**src/rtl/vga_timing_ctrl_pkg.sv**
```systemverilog
// Shared VGA timing and colour constants, also used by the pixel generator.
// Holds the 640x480@60 default timing, the counter width, the black level
// driven on rgb outside the visible area, and the control bundle that travels
// down the output alignment pipeline.
package vga_timing_ctrl_pkg;

    localparam int VGA_H_SYNC  = 96;
    localparam int VGA_H_BACK  = 48;
    localparam int VGA_H_VALID = 640;
    localparam int VGA_H_FRONT = 16;
    localparam int VGA_V_SYNC  = 2;
    localparam int VGA_V_BACK  = 33;
    localparam int VGA_V_VALID = 480;
    localparam int VGA_V_FRONT = 10;

    localparam int CNT_W = 10;

    localparam logic [11:0] RGB_BLACK = 12'h000;

    // Control bits aligned with rgb; sync fields are active low.
    typedef struct packed {
        logic hs;
        logic vs;
        logic req;
        logic fs;
    } vga_ctl_t;

    // Pipeline contents while idle/reset: syncs deasserted, nothing visible.
    localparam vga_ctl_t CTL_IDLE = '{hs: 1'b1, vs: 1'b1, req: 1'b0, fs: 1'b0};

    function automatic int vga_total(input int sync_w, input int back_w,
                                     input int valid_w, input int front_w);
        return sync_w + back_w + valid_w + front_w;
    endfunction

endpackage

```
**src/rtl/vga_delay_line.sv**
```systemverilog
// Fixed-latency register pipeline with a configurable idle value.
// Ports:
//   vga_clk    - clock, rising edge
//   sys_rst_n  - asynchronous active-low reset, loads RST_VAL into every stage
//   din        - WIDTH-bit input
//   dout       - din delayed by DEPTH clocks
module vga_delay_line #(
    parameter int               WIDTH   = 1,
    parameter int               DEPTH   = 2,
    parameter logic [WIDTH-1:0] RST_VAL = '0
) (
    input  logic             vga_clk,
    input  logic             sys_rst_n,
    input  logic [WIDTH-1:0] din,
    output logic [WIDTH-1:0] dout
);

    logic [DEPTH-1:0][WIDTH-1:0] pipe;

    always_ff @(posedge vga_clk or negedge sys_rst_n) begin
        if (!sys_rst_n) begin
            pipe <= {DEPTH{RST_VAL}};
        end else begin
            pipe[0] <= din;
            for (int i = 1; i < DEPTH; i++) begin
                pipe[i] <= pipe[i-1];
            end
        end
    end

    assign dout = pipe[DEPTH-1];

endmodule

```
**src/rtl/vga_timing_ctrl.sv**
```systemverilog
// VGA raster timing generator with pixel request and output alignment.
// Ports:
//   vga_clk     - pixel clock, rising edge
//   sys_rst_n   - asynchronous active-low reset
//   pix_data    - RGB444 from the pixel generator, one clock after pix_x/pix_y
//   pix_x/pix_y - requested visible column/row (0 outside the visible area)
//   pix_req     - pix_x/pix_y are inside the visible area
//   hsync/vsync - active-low syncs, aligned with rgb
//   de          - rgb carries a visible pixel
//   rgb         - RGB444 to the DAC, black outside the visible area
//   frame_start - one-clock pulse on the first output clock of each frame
module vga_timing_ctrl
    import vga_timing_ctrl_pkg::*;
#(
    parameter int H_SYNC  = VGA_H_SYNC,
    parameter int H_BACK  = VGA_H_BACK,
    parameter int H_VALID = VGA_H_VALID,
    parameter int H_FRONT = VGA_H_FRONT,
    parameter int V_SYNC  = VGA_V_SYNC,
    parameter int V_BACK  = VGA_V_BACK,
    parameter int V_VALID = VGA_V_VALID,
    parameter int V_FRONT = VGA_V_FRONT
) (
    input  logic             vga_clk,
    input  logic             sys_rst_n,
    input  logic [11:0]      pix_data,
    output logic [CNT_W-1:0] pix_x,
    output logic [CNT_W-1:0] pix_y,
    output logic             pix_req,
    output logic             hsync,
    output logic             vsync,
    output logic             de,
    output logic [11:0]      rgb,
    output logic             frame_start
);

    localparam int H_TOTAL = vga_total(H_SYNC, H_BACK, H_VALID, H_FRONT);
    localparam int V_TOTAL = vga_total(V_SYNC, V_BACK, V_VALID, V_FRONT);
    localparam int H_ACT   = H_SYNC + H_BACK;
    localparam int V_ACT   = V_SYNC + V_BACK;

    typedef logic [CNT_W-1:0] cnt_t;

    cnt_t     h_cnt, v_cnt;
    logic     h_wrap;
    logic     h_vis, v_vis;
    vga_ctl_t ctl_raw, ctl_d1, ctl_d2;

    assign h_wrap = (h_cnt == cnt_t'(H_TOTAL - 1));

    always_ff @(posedge vga_clk or negedge sys_rst_n) begin
        if (!sys_rst_n) begin
            h_cnt <= '0;
            v_cnt <= '0;
        end else if (h_wrap) begin
            h_cnt <= '0;
            if (v_cnt == cnt_t'(V_TOTAL - 1)) v_cnt <= '0;
            else                               v_cnt <= v_cnt + cnt_t'(1);
        end else begin
            h_cnt <= h_cnt + cnt_t'(1);
        end
    end

    assign h_vis   = (h_cnt >= cnt_t'(H_ACT)) && (h_cnt < cnt_t'(H_ACT + H_VALID));
    assign v_vis   = (v_cnt >= cnt_t'(V_ACT)) && (v_cnt < cnt_t'(V_ACT + V_VALID));
    assign pix_req = h_vis && v_vis;

    // Coordinates are forced to 0 outside the visible area so the generator
    // never sees an out-of-range address.
    assign pix_x = pix_req ? (h_cnt - cnt_t'(H_ACT)) : '0;
    assign pix_y = pix_req ? (v_cnt - cnt_t'(V_ACT)) : '0;

    // vsync flips only at h_cnt == 0, the same clock hs_raw goes low, so the
    // vsync edge always lands on an hsync falling edge.
    assign ctl_raw = '{hs:  (h_cnt >= cnt_t'(H_SYNC)),
                       vs:  (v_cnt >= cnt_t'(V_SYNC)),
                       req: pix_req,
                       fs:  (h_cnt == '0) && (v_cnt == '0)};

    // Two single-stage lines rather than one of depth 2: stage 1 is needed on
    // its own to gate pix_data, which arrives one clock after pix_req.
    vga_delay_line #(
        .WIDTH   ($bits(vga_ctl_t)),
        .DEPTH   (1),
        .RST_VAL (CTL_IDLE)
    ) u_stage1 (
        .vga_clk   (vga_clk),
        .sys_rst_n (sys_rst_n),
        .din       (ctl_raw),
        .dout      (ctl_d1)
    );

    vga_delay_line #(
        .WIDTH   ($bits(vga_ctl_t)),
        .DEPTH   (1),
        .RST_VAL (CTL_IDLE)
    ) u_stage2 (
        .vga_clk   (vga_clk),
        .sys_rst_n (sys_rst_n),
        .din       (ctl_d1),
        .dout      (ctl_d2)
    );

    // Known select means an X/garbage pix_data outside the visible area can
    // never reach the pins.
    always_ff @(posedge vga_clk or negedge sys_rst_n) begin
        if (!sys_rst_n) rgb <= RGB_BLACK;
        else            rgb <= ctl_d1.req ? pix_data : RGB_BLACK;
    end

    assign hsync       = ctl_d2.hs;
    assign vsync       = ctl_d2.vs;
    assign de          = ctl_d2.req;
    assign frame_start = ctl_d2.fs;

endmodule

```
**config.mk**
```make
export PLATFORM = sky130hd
export DESIGN_NAME = vga_timing_ctrl
export DESIGN_NICKNAME = d
export VERILOG_FILES = /design/src/rtl/vga_timing_ctrl_pkg.sv /design/src/rtl/vga_delay_line.sv /design/src/rtl/vga_timing_ctrl.sv
export SDC_FILE = /design/constraint.sdc
export NUM_CORES = 1
export LEC_CHECK = 0
export ABC_AREA = 1
export BUFFER_PORTS_ARGS = -buffer_cell sky130_fd_sc_hd__buf_2
export CAP_MARGIN = 15
export CORE_ASPECT_RATIO = 0.5
export CORE_MARGIN = 4
export CORE_UTILIZATION = 50
export CTS_CLUSTER_SIZE = 16
export DETAILED_ROUTE_END_ITERATION = 12
export GPL_ROUTABILITY_DRIVEN = 0
export HOLD_SLACK_MARGIN = 0.05
export PLACE_DENSITY_LB_ADDON = 0.08
export SETUP_SLACK_MARGIN = 0.4
export SYNTH_ARGS = -nofsm -noshare
export SYNTH_HDL_FRONTEND = slang
export SYNTH_SLANG_ARGS = --single-unit
```
**constraint.sdc**
```tcl
create_clock -name vga_clk -period 3.3 [get_ports vga_clk]
set_input_delay 0 -clock vga_clk [delete_from_list [all_inputs] [get_ports vga_clk]]
set_output_delay 0 -clock vga_clk [all_outputs]
set_load 0.005 [all_outputs]
```
==> impl_metrics.ini <==
[global_route]
grt_pass1_vias = 2023
grt_use_met3_pct = 5.05
met2_usage_pct = 29.5
grt_use_met1_pct = 25.2
grt_pass1_wl_um = 9120
grt_max_degree = 41
antenna_found_initial = 0
grt_busiest_layer = met2
grt_remaining_overflow = 0
grt_usage_pct = 19.0

[placed_design]
dp_hpwl_um = 3760
place_ws_ns = 1.05
portBuffers = 50
dp_cells = 399

[setup_path]
end_kind = output pin
r2r-start = h_cnt[4]
crit_path_start = h_cnt[4]
path_class = register to output pin
r2r-end = u_stage1.dout[1]
r2r_cells = 8
r2r_slack_ns = 1.23
critPathMaxFanout = 21
crit_arrival_ns = 2.55
cp-start-kind = register
required_ns = 3.30

[synthesis]
ys.flop_type = dfrtp_1
synth-seq-cells = 40
syn_area_um2 = 2380
syn_nets = 316
synthCells = 292
synth_edf_count = 0
yosysMostFrequentCell = nand2_1
synth.distinct_cells = 30
postSynthAreaPerCell_um2 = 8.14
async_reset_ff_share_pct = 100
yosysSeqAreaShare_pct = 42.3
synth_area_leader_cell = dfrtp_1
yosysTopAreaCellShare_pct = 37.9
synth_common_cells = nand2_1 (70), dfrtp_1 (36), inv_1 (36)
synthTopCellsByArea = dfrtp_1 (38%), nand2_1 (11%), inv_1 (5.7%)
yosysWarnings = 0

[timing]
tns_ns = 0
slew_violations = 0
max_slew_margin_pct = 40.8
rsz0062_at_grt = false
fin_crit_sh_pct = 77.4
setup_violations = 0
fin_crit_ns = 2.55
finalHoldViolCount = 0
fin_ws_ns = 0.746
skew_ns = 0.00426
whs_ns = 0.347
fmax_ghz = 0.392
worstMarginPinSlew_ns = 0.888

[cts]
clockBufferDepth = 2
cts_buffers = 5
cts_setup_buffers = 0
cts.repair.resized = 0
htree_levels = 2
clock_latency_ns = 0.30
cts_tree = done
cts_root_buf = clkbuf_8
clkTransAtPathRegs_ns = 0.08
postCtsHoldBufs = 13
clkSinkCount = 40

[cells_and_area]
fin_nets = 377
fin_cells = 420
drive_gt1_share_pct = 29.1
n_fill_cell = 392
area.growth.synth_to_final_pct = 21.0
n_antenna_cell = 0

[drt]
drt_iter0_markers = 45
ant_nets = 0
route.detailed.drc = 0
wl_per_cell_um = 12.4
wl_um = 5200
via_count = 2029
drt_pass1_iterations = 4
drt-vias-per-instance = 4.83

[floorplanning]
die_width_um = 105
rows = 17
fp.dieArea_um2 = 5990
ios = 51
die_h_um = 56.7
coreArea_um2 = 4490
start_util_pct = 52.9

[power]
power_leakage_uw = 0.00164
p_total_uw = 931
ir_drop_v = 0.000190
power_density_nw_per_um2 = 324

[run_status]
status = complete, no violations

[worst_hold_path]
hold_class = input pin to async pin

[flow_run]
maxCapViolCount = 0
metrics by stage:
stage               area (um^2)  utilization, %
floorplan                  2380               -
global placement           2630            58.5
detailed placement         2630            58.5
CTS                        2870            64.0
global route               2870            64.0
finish                     2870            64.0
where the power goes:
part           internal, uW  total, uW  leakage [uW]  switching (uW)
combinational          15.3       28.5       0.00105            13.2
sequential              490        490      0.000530               0
clock                   228        413     0.0000583             185
total                   733        931       0.00164             198
logic make-up after synthesis:
| kind of cell | synth area share (%) |
|---|---|
| XOR/XNOR | 5.53 |
| buffers and inverters | 10.3 |
| AO/OA/AOI/OAI | 4.27 |
| flip-flops | 42.3 |
| adder cells (fa/ha/maj) | 5.27 |
| AND/OR/NAND/NOR | 32.3 |
cell type report:
| type | instances | area (um^2) | area share, % |
|---|---|---|---|
| Multi-Input combinational cell | 200 | 1120 | 39.1 |
| Sequential cell | 40 | 1010 | 35.0 |
| Timing Repair Buffer | 63 | 380 | 13.2 |
| Inverter | 43 | 164 | 5.70 |
| Tap cell | 66 | 82.6 | 2.87 |
| Clock buffer | 5 | 68.8 | 2.39 |
| Clock inverter | 3 | 47.5 | 1.65 |
per-layer routing:
layer	up-vias	share of wire, %
li1	1022	-
met1	935	47
met2	57	44
met3	15	6.5
met4	0	1.9
met5	-	0
placed cells by master, fill, tap and decap left out, drive strengths merged:
cell and n:
nor2 47, nor3b 2, dlygate4sd3 13, and2 1, clkbuf 5, xor2 14, inv 43, nand4 10
nand2 72, dfrtp 36, o2111ai 1, a21oi 6, xnor2 1, nand3 21, bufinv 1, dfstp 4
buf 50, clkinv 2, ha 10, nor3 6, o21bai 1, o21ai 8
critical path, stage by stage (launching register included):
cell and delay [ns]:
dfrtp_1 0.49, inv_1 0.14, ha_1 0.26, nand2_1 0.08
nand2_1 0.07, and2_1 0.16, o21ai_2 0.06, nand3_2 0.54
nor2_2 0.28, buf_2 0.15
sequential cells by signal (all words and copies together), names as in the netlist:
register / count
rgb: 12
h_cnt: 10
v_cnt: 10
u_stage1.dout: 4
u_stage2.dout: 4
how the worst max path moves through the flow:
| stage | endpoint | cells past startpoint |
|---|---|---|
| 6_report | pix_x[9] | 9 |
| 5_1_grt | pix_y[8] | 9 |
| 4_1_cts | pix_x[9] | 9 |
| 3_5_place_dp | pix_x[9] | 9 |
| 3_3_place_gp | pix_x[2] | 9 |
| 2_1_floorplan | u_stage1.dout[1] | 9 |
Power figures use the tool's default switching activity.
